`config.mk`:
```
export PLATFORM = sky130hd
export DESIGN_NAME = input_port
export DESIGN_NICKNAME = d
export VERILOG_FILES = /design/src/rtl/io_pkg.sv /design/src/rtl/debouncer.sv /design/src/rtl/input_port.sv
export SDC_FILE = /design/constraint.sdc
export NUM_CORES = 1
export LEC_CHECK = 0
export ABC_AREA = 1
export CORE_MARGIN = 3
export CORE_UTILIZATION = 59
export CTS_CLUSTER_SIZE = 16
export DETAILED_ROUTE_END_ITERATION = 16
export PLACE_DENSITY = 0.95
export SYNTH_ARGS = -nofsm -noshare
export SYNTH_HDL_FRONTEND = slang
export SYNTH_HIERARCHICAL = 1
export SYNTH_SLANG_ARGS = --single-unit
```
`constraint.sdc`:
```
create_clock -name clk -period 2.8 [get_ports clk]
set_input_delay 0.56 -clock clk [delete_from_list [all_inputs] [get_ports clk]]
set_output_delay 0.56 -clock clk [all_outputs]
set_load 0.02 [all_outputs]
```
`src/rtl/io_pkg.sv`:
```
// Shared definitions for the debounced input port: default widths and the
// debounce FSM state encoding.
package io_pkg;

  localparam int DATA_WIDTH_DEF      = 16;
  localparam int IN_WIDTH_DEF        = 4;
  localparam int DEBOUNCE_CYCLES_DEF = 1_000_000;

  typedef enum logic [1:0] {
    RELEASED     = 2'd0,
    PRESS_WAIT   = 2'd1,
    PRESSED      = 2'd2,
    RELEASE_WAIT = 2'd3
  } deb_state_e;

  // A one-cycle debounce still needs a 1-bit counter.
  function automatic int cnt_width(input int cycles);
    return (cycles > 1) ? $clog2(cycles) : 1;
  endfunction

endpackage

```
`src/rtl/debouncer.sv`:
```
// Button synchronizer plus level debouncer; press pulses for one cycle when a
// high level has been stable for DEBOUNCE_CYCLES cycles.
//   state        | meaning
//   RELEASED     | idle, button seen low
//   PRESS_WAIT   | counting stable-high cycles
//   PRESSED      | press accepted, waiting for release
//   RELEASE_WAIT | counting stable-low cycles
module debouncer
  import io_pkg::*;
#(
  parameter int DEBOUNCE_CYCLES = DEBOUNCE_CYCLES_DEF
) (
  input  logic clk,
  input  logic rst,
  input  logic in,
  output logic press
);

  localparam int CNT_W = cnt_width(DEBOUNCE_CYCLES);
  localparam logic [CNT_W-1:0] CNT_LAST = CNT_W'(DEBOUNCE_CYCLES - 1);

  logic             r_sync1;
  logic             r_sync2;
  deb_state_e       r_state;
  deb_state_e       w_state_nxt;
  logic [CNT_W-1:0] r_cnt;
  logic [CNT_W-1:0] w_cnt_nxt;
  logic             w_press;

  always_ff @(posedge clk) begin
    if (rst) begin
      r_sync1 <= 1'b0;
      r_sync2 <= 1'b0;
      r_state <= RELEASED;
      r_cnt   <= '0;
    end else begin
      r_sync1 <= in;
      r_sync2 <= r_sync1;
      r_state <= w_state_nxt;
      r_cnt   <= w_cnt_nxt;
    end
  end

  // The counter never reaches past CNT_LAST: the state exits on that value.
  always_comb begin
    w_state_nxt = r_state;
    w_cnt_nxt   = r_cnt;
    w_press     = 1'b0;
    case (r_state)
      RELEASED: begin
        if (r_sync2) begin
          w_state_nxt = PRESS_WAIT;
          w_cnt_nxt   = '0;
        end
      end
      PRESS_WAIT: begin
        if (!r_sync2) begin
          w_state_nxt = RELEASED;
        end else if (r_cnt == CNT_LAST) begin
          w_state_nxt = PRESSED;
          w_press     = 1'b1;
        end else begin
          w_cnt_nxt = r_cnt + 1'b1;
        end
      end
      PRESSED: begin
        if (!r_sync2) begin
          w_state_nxt = RELEASE_WAIT;
          w_cnt_nxt   = '0;
        end
      end
      RELEASE_WAIT: begin
        if (r_sync2) begin
          w_state_nxt = PRESSED;
        end else if (r_cnt == CNT_LAST) begin
          w_state_nxt = RELEASED;
        end else begin
          w_cnt_nxt = r_cnt + 1'b1;
        end
      end
      default: begin
        w_state_nxt = RELEASED;
        w_cnt_nxt   = '0;
      end
    endcase
  end

  assign press = w_press;

endmodule

```
`src/rtl/input_port.sv`:
```
// CPU input port: debounced button captures the synchronized switch value into
// a one-deep holding register with valid and sticky overrun flags.
module input_port
  import io_pkg::*;
#(
  parameter int DATA_WIDTH      = DATA_WIDTH_DEF,
  parameter int IN_WIDTH        = IN_WIDTH_DEF,
  parameter int DEBOUNCE_CYCLES = DEBOUNCE_CYCLES_DEF
) (
  input  logic                  clk,
  input  logic                  rst,
  input  logic                  btn,
  input  logic [IN_WIDTH-1:0]   sw,
  input  logic                  rd,
  output logic [DATA_WIDTH-1:0] data,
  output logic                  valid,
  output logic                  overrun
);

  logic [IN_WIDTH-1:0]   r_sw_sync1;
  logic [IN_WIDTH-1:0]   r_sw_sync2;
  logic [DATA_WIDTH-1:0] r_data;
  logic                  r_valid;
  logic                  r_overrun;
  logic                  w_press;

  debouncer #(
    .DEBOUNCE_CYCLES(DEBOUNCE_CYCLES)
  ) u_debouncer (
    .clk  (clk),
    .rst  (rst),
    .in   (btn),
    .press(w_press)
  );

  // A read in the same cycle as a press frees the slot, so that press is kept.
  always_ff @(posedge clk) begin
    if (rst) begin
      r_sw_sync1 <= '0;
      r_sw_sync2 <= '0;
      r_data     <= '0;
      r_valid    <= 1'b0;
      r_overrun  <= 1'b0;
    end else begin
      r_sw_sync1 <= sw;
      r_sw_sync2 <= r_sw_sync1;
      if (w_press && (!r_valid || rd)) begin
        r_data  <= DATA_WIDTH'(r_sw_sync2);
        r_valid <= 1'b1;
      end else if (w_press) begin
        r_overrun <= 1'b1;
      end else if (rd && r_valid) begin
        r_valid <= 1'b0;
      end
    end
  end

  assign data    = r_data;
  assign valid   = r_valid;
  assign overrun = r_overrun;

endmodule

```
==> qor.csv, run 1 <==
metric;value;unit
rrSetupSlack;0.88;ns
syn2layout_area_growth;8.660;%
wl_per_cell;11.67;um
htreeDepth;2;
setup_viol;0;
cts_root_buf;clkbuf_4;
initial_core_util;62.60;%
cts_made_buffers;5;
status;finished clean;
ctsResizeCount;0;
crit_type;flop to flop;
max_freq;521.3;MHz
place_ws;0.9272;ns
required;3.05;ns
layout_common_cells;60 x nand2_1, 50 x nor2_1, 39 x inv_1, 38 x dfxtp_1, 37 x nand3_1;
netlist_area;2138;um2
ys_seq_area_share;35.58;%
r2r_start;u_debouncer/r_cnt[0];
reg2reg_to;data[1];
grt.total_usage;20.67;%
drv_slew;0;
skew;0.008765;ns
yosys_warnings;6;
firstDrtPassIters;5;
worstHoldStart;r_sw_sync1[0];
cts.reportedPaths.clkPinSlew;0.11;ns
yosysUniqueCellTypes;32;
crit_arrival;2.17;ns
mostFrequentLayoutCell;nand2_1;
drc;0;
grt_max_degree;28;
hpwl;3.174;mm
gp_congestion;0.9877;
critPathLaunchType;flop;
antenna_cells;0;
coreArea;3416;um2
portBuffers;13;
hold_depth;2;
multi_input_area;1116;um2
tritoncts;done;
cap_viol_max_count;0;
vias;1991;
power.leakage;0.8414;nW
clockBufferDepth;2;
rr_worst_depth;9;
antenna_found_initial;0;
die_area;4382;um2
grt_first_pass_wirelength;7.038;mm
initialDrtViolationCount;141;
final_layout_size_suffix_gt1_share;10.27;%
final_core_util;68.02;%
critPathCaptureType;flop;
wirelength;4.401;mm
fillers;270;
syn_inst;317;
crit_buf_inv;1;
finalHoldViolCount;0;
min_to;r_sw_sync2[0];
setup_ws;0.8817;ns
crit_path_max_fanout;10;
overflow;0;
whs;0.4080;ns
rsz0062_at_grt;no;
rows;21;
viasPerCell;5.281;
cp_cell_sequence;ha_1, nand2_1, nor2_2, nand3_4, nor4_1, buf_4, nand3_1, nand2_1, nor2_1;
cp_top_family;simple AND/OR/NAND/NOR gates;
cts_hold_buffers;0;
die_h;66.20;um
worst_path_most_repeated_cell;nand2_1;
final_nets;339;
ant_nets;0;
io_pins;26;
powerDensity;424.4;nW/um2
finalSetupTns;0;ns
synth_seq_cells;38;
clk_latency;0.35;ns
cts_sinks;38;
fin_crit;1.918;ns
fp.dieW;66.20;um
regArea;760.7;um2
avgSynthCellArea;6.745;um2
post_cts_buffers;0;
hold_path_class;flop to flop;
peakVddDrop;0.3782;mV
slowest_stage;dfxtp_1;
grt_pass1_vias;1646;
timing.final.crit_share;68.51;%
max_stage_delay;0.49;ns
## metrics by stage
| stage | instance area, um2 | power [W] | cells |
|---|---|---|---|
| floorplan | 2180 | 0.0006181 | 328 |
| global placement | 2241 | 0.0006199 | 369 |
| detailed placement | 2241 | 0.0006214 | 369 |
| CTS | 2323 | 0.0009926 | 377 |
| global route | 2323 | 0.001023 | 377 |
| finish | 2323 | 0.0009861 | 377 |
## where the power goes
part	leakage, nW	internal [W]	switching [W]
sequential	0.308	0.000548	0.00000266
clock	0.0374	0.000187	0.000189
combinational	0.496	0.0000169	0.0000428
total	0.841	0.000752	0.000234
## synth_stat cells
library cell / n / area share, %
nand2_1: 60 / 11
nor2_1: 50 / 8.8
inv_1: 39 / 6.8
dfxtp_1: 38 / 36
nand3_1: 37 / 8.7
a21oi_1: 23 / 5.4
buf_4: 13 / 4.6
nand4_1: 10 / 2.9
nand2_2: 6 / 1.8
o21bai_1: 5 / 1.8
inv_2: 4 / 0.70
nor2_2: 4 / 1.2
clkbuf_1: 3 / 0.53
buf_2: 2 / 0.47
buf_6: 2 / 1.1
nand3_2: 2 / 0.94
nor2_4: 2 / 1.1
o21ai_0: 2 / 0.47
xor2_1: 2 / 0.82
a21oi_2: 1 / 0.41
a31oi_1: 1 / 0.29
conb_1: 1 / 0.18
ha_1: 1 / 0.59
nand2_4: 1 / 0.53
nand2_8: 1 / 0.94
nand3_4: 1 / 0.82
nor3_1: 1 / 0.23
nor4_1: 1 / 0.29
or2_1: 1 / 0.29
or2_2: 1 / 0.29
xnor2_1: 1 / 0.41
xnor2_2: 1 / 0.76
## worst max path at each step
| stage | from | end | slack (ns) | cells past startpoint |
|---|---|---|---|---|
| after floorplan | u_debouncer/r_cnt[0] | data[0] | 1.11 | 9 |
| after global placement | u_debouncer/r_cnt[0] | data[2] | 1.0 | 9 |
| after detailed placement | u_debouncer/r_cnt[0] | data[1] | 0.93 | 9 |
| after CTS | u_debouncer/r_cnt[0] | data[1] | 0.87 | 9 |
| after global routing | u_debouncer/r_cnt[0] | data[1] | 0.65 | 9 |
| final | u_debouncer/r_cnt[0] | data[1] | 0.88 | 9 |
## kinds of logic after synthesis
| logic type | count (synthesis) | share of synthesized area, % |
|---|---|---|
| simple gates | 178 | 39.20 |
| buf+inv | 63 | 14.16 |
| flops | 38 | 35.58 |
| compound gates | 32 | 8.309 |
| xor+xnor | 4 | 1.990 |
| fa+ha+maj | 1 | 0.5850 |
| other cells | 1 | 0.1754 |
## worst reg2reg max path: cells and delay by family, from the launching register on
kind | cells | cell delay (ns)
adders and majority gates | 1 | 0.23
and+or+nand+nor | 7 | 0.90
buffers and inverters | 1 | 0.21
DFF | 1 | 0.49
## sequential cells by signal (all words and copies together), names as in the netlist, named ones only
register / flops
r_sw_sync2: 4
u_debouncer/r_sync1: 1
overrun: 1
data: 4
u_debouncer/r_state: 1
valid: 1
r_sw_sync1: 4
u_debouncer/r_cnt: 20
u_debouncer/r_sync2: 1
## cell type report
cell class                 count  area share [%]
multi-input combinational    227           48.03
sequential                    38           32.74
inverter                      43           6.947
timing repair buffer          15           6.247
tap                           46           2.477
clock inverter                 3           1.939
clock buffer                   5           1.616
## per-layer routing
metal / global-route usage (%) / vias to the layer above / wire length [um]
li1: - / 1011 / -
met1: 26.38 / 888 / 1921
met2: 33.21 / 83 / 2063
met3: 5.782 / 9 / 362
met4: 7.107 / 0 / 55
met5: 0 / - / 0
No activity file was read; power rests on OpenSTA's default activity.
==> run 2, diff against run 1 <==
--- a/config.mk
+++ b/config.mk
@@ -7,10 +7,10 @@
 export LEC_CHECK = 0
 export ABC_AREA = 1
 export CORE_MARGIN = 3
-export CORE_UTILIZATION = 59
+export CORE_UTILIZATION = 50
 export CTS_CLUSTER_SIZE = 16
 export DETAILED_ROUTE_END_ITERATION = 16
-export PLACE_DENSITY = 0.95
+export PLACE_DENSITY = 0.87
 export SYNTH_ARGS = -nofsm -noshare
 export SYNTH_HDL_FRONTEND = slang
 export SYNTH_HIERARCHICAL = 1
==> constraint.sdc (replaced) <==
create_clock -name clk -period 1.75 [get_ports clk]
set_input_delay 0.35 -clock clk [delete_from_list [all_inputs] [get_ports clk]]
set_output_delay 0.35 -clock clk [all_outputs]
set_load 0.02 [all_outputs]
==> run 2 against run 1 <==
Hold slack worse by 0.0076 ns; clock power is 140% higher; sequential share of layout area is 3.0 points lower; core utilization is 4.5 points lower; maximum frequency is 10% higher; critical endpoint unchanged; largest power group is now clock; highest routed layer unchanged.
==> qor.csv, run 2 (same netlist as run 1, synthesis figures left out) <==
metric;value;unit
clk_latency;0.30;ns
crit_path_max_fanout;5;
antenna_cells;0;
final_layout_size_suffix_gt1_share;18.18;%
rows;23;
reg2reg_to;data[1];
skew;0.006519;ns
sw_frac_of_total;21.98;%
cap_viol_max_count;0;
crit_type;flop to flop;
drv_slew;0;
cts_made_buffers;5;
drc;0;
rrSetupSlack;0.01;ns
critPathCaptureType;flop;
hold_path_class;flop to flop;
wl_per_cell;13.27;um
crit_start;u_debouncer/r_cnt[8];
total_power;0.001894;W
regMostFlops;u_debouncer/r_cnt;
setup_viol;0;
grt_max_degree;22;
internal-power;0.001478;W
place_area;2359;um2
tritoncts;done;
finalSetupTns;0;ns
p_sw;0.0004164;W
fin_crit;1.738;ns
peakVddDrop;0.4501;mV
cts_hold_buffers;0;
crit_arrival;1.93;ns
r2r_start;u_debouncer/r_cnt[8];
cts_root_buf;clkbuf_8;
fillers;335;
io_pins;26;
setup_ws;0.01161;ns
cts_sinks;38;
comb_power_share;5.6;%
largest_reg_flops;20;
place_ws;0.05690;ns
clockPowerShare;48.0;%
required;1.94;ns
worst_slew_pin_slew;0.5378;ns
die_area;5097;um2
initialDrtViolationCount;268;
critPathLaunchType;flop;
portBuffers;13;
coreArea;4058;um2
finalHoldViolCount;0;
hpwl;3.478;mm
overflow;0;
layout_common_cells;59 x nand2_1, 50 x nor2_1, 39 x inv_1, 36 x nand3_1, 33 x dfxtp_1;
syn2layout_area_growth;20.60;%
fp.dieW;71.40;um
timing.final.crit_share;99.34;%
powerDensity;734.6;nW/um2
pwr-share-seq;46.4;%
rr_worst_depth;9;
firstDrtPassIters;5;
wirelength;5.335;mm
grt_pass1_vias;1874;
vias;2160;
viasPerCell;5.373;
grt.total_usage;21.21;%
cts.reportedPaths.clkPinSlew;0.08;ns
stdcell_area;2579;um2
htreeDepth;2;
ant_nets;0;
initial_core_util;52.70;%
gp_congestion;0.9271;
antenna_found_initial;0;
clockBufferDepth;2;
worstSetupEndpoint;data[1];
power.leakage;0.9826;nW
die_h;71.40;um
grt_first_pass_wirelength;8.631;mm
max_freq;575.2;MHz
mostFrequentLayoutCell;nand2_1;
final_nets;360;
status;finished clean;
slew_headroom;64.11;%
## run 2: cell types whose count changed in the layout (fill, tap and decap cells not counted), moves of 2 or more
cell / delta
clkbuf_8: +5
clkbuf_4: -5
clkinvlp_4: -2
dfxtp_2: +5
dfxtp_1: -5
buf_4: +20
## run 2: final cells by class
type / instances / area (um2) / share of cell area (%)
clock buffers: 5 / 68.82 / 2.669
clock inverters: 3 / 68.82 / 2.669
inverters: 43 / 161.4 / 6.259
multi-input cells: 227 / 1150 / 44.59
flip-flops and latches: 38 / 767.0 / 29.74
well taps: 50 / 62.56 / 2.426
repair buffers: 36 / 300.3 / 11.64
## run 2: timing repair
action / CTS / global route
gates resized for setup: 0 / 12
endpoints found under the setup margin: 0 / 10
buffers inserted: 0 / 5
## run 2: critical path, cell delays in order, from the launching register on
cell     delay [ns]
dfxtp_1        0.36
nor2_1         0.15
nand3_2        0.12
nor2_2         0.19
nand3_4        0.13
nor4_4         0.26
buf_4          0.19
nand3_1        0.09
nand2_1        0.10
nor2_1         0.05
## run 2: how the worst min path moves through the flow
stage / slack (ns) / startpoint / cells past startpoint / endpoint
6_report: 0.40 / r_sw_sync1[1] / 2 / r_sw_sync2[1]
5_1_grt: 0.42 / r_sw_sync1[1] / 2 / r_sw_sync2[1]
4_1_cts: 0.40 / r_sw_sync1[1] / 2 / r_sw_sync2[1]
3_5_place_dp: 0.39 / r_sw_sync1[1] / 2 / r_sw_sync2[1]
3_3_place_gp: 0.39 / u_debouncer/r_sync1 / 2 / u_debouncer/r_sync2
2_1_floorplan: 0.39 / r_sw_sync1[0] / 2 / r_sw_sync2[0]
## run 2: routing by layer
layer  up-vias  wire [um]  global-route usage [%]
li1       1054          -                       -
met1       995       2231                   27.67
met2        96       2588                   34.29
met3        15        384                   4.488
met4         0        129                   8.351
met5         -          0                       0
## run 2: metrics by stage
| step | utilization (%) | instances | hold WS, ns |
|---|---|---|---|
| 2_1_floorplan | - | 328 | 0.3883 |
| 3_3_place_gp | 58.13 | 388 | 0.3895 |
| 3_5_place_dp | 58.13 | 388 | 0.3948 |
| 4_1_cts | 61.52 | 396 | 0.4032 |
| 5_1_grt | 63.55 | 402 | 0.4164 |
| 6_report | 63.55 | 402 | 0.4004 |
## run 2: power by group through the flow
stage,clock network (W),registers (W),logic [W]
after floorplan,0,0.000899,0.0000901
after global placement,0,0.000899,0.0000999
after detailed placement,0,0.000900,0.000100
after CTS,0.000921,0.000879,0.000102
after global routing,0.000952,0.000880,0.000115
final,0.000909,0.000880,0.000106
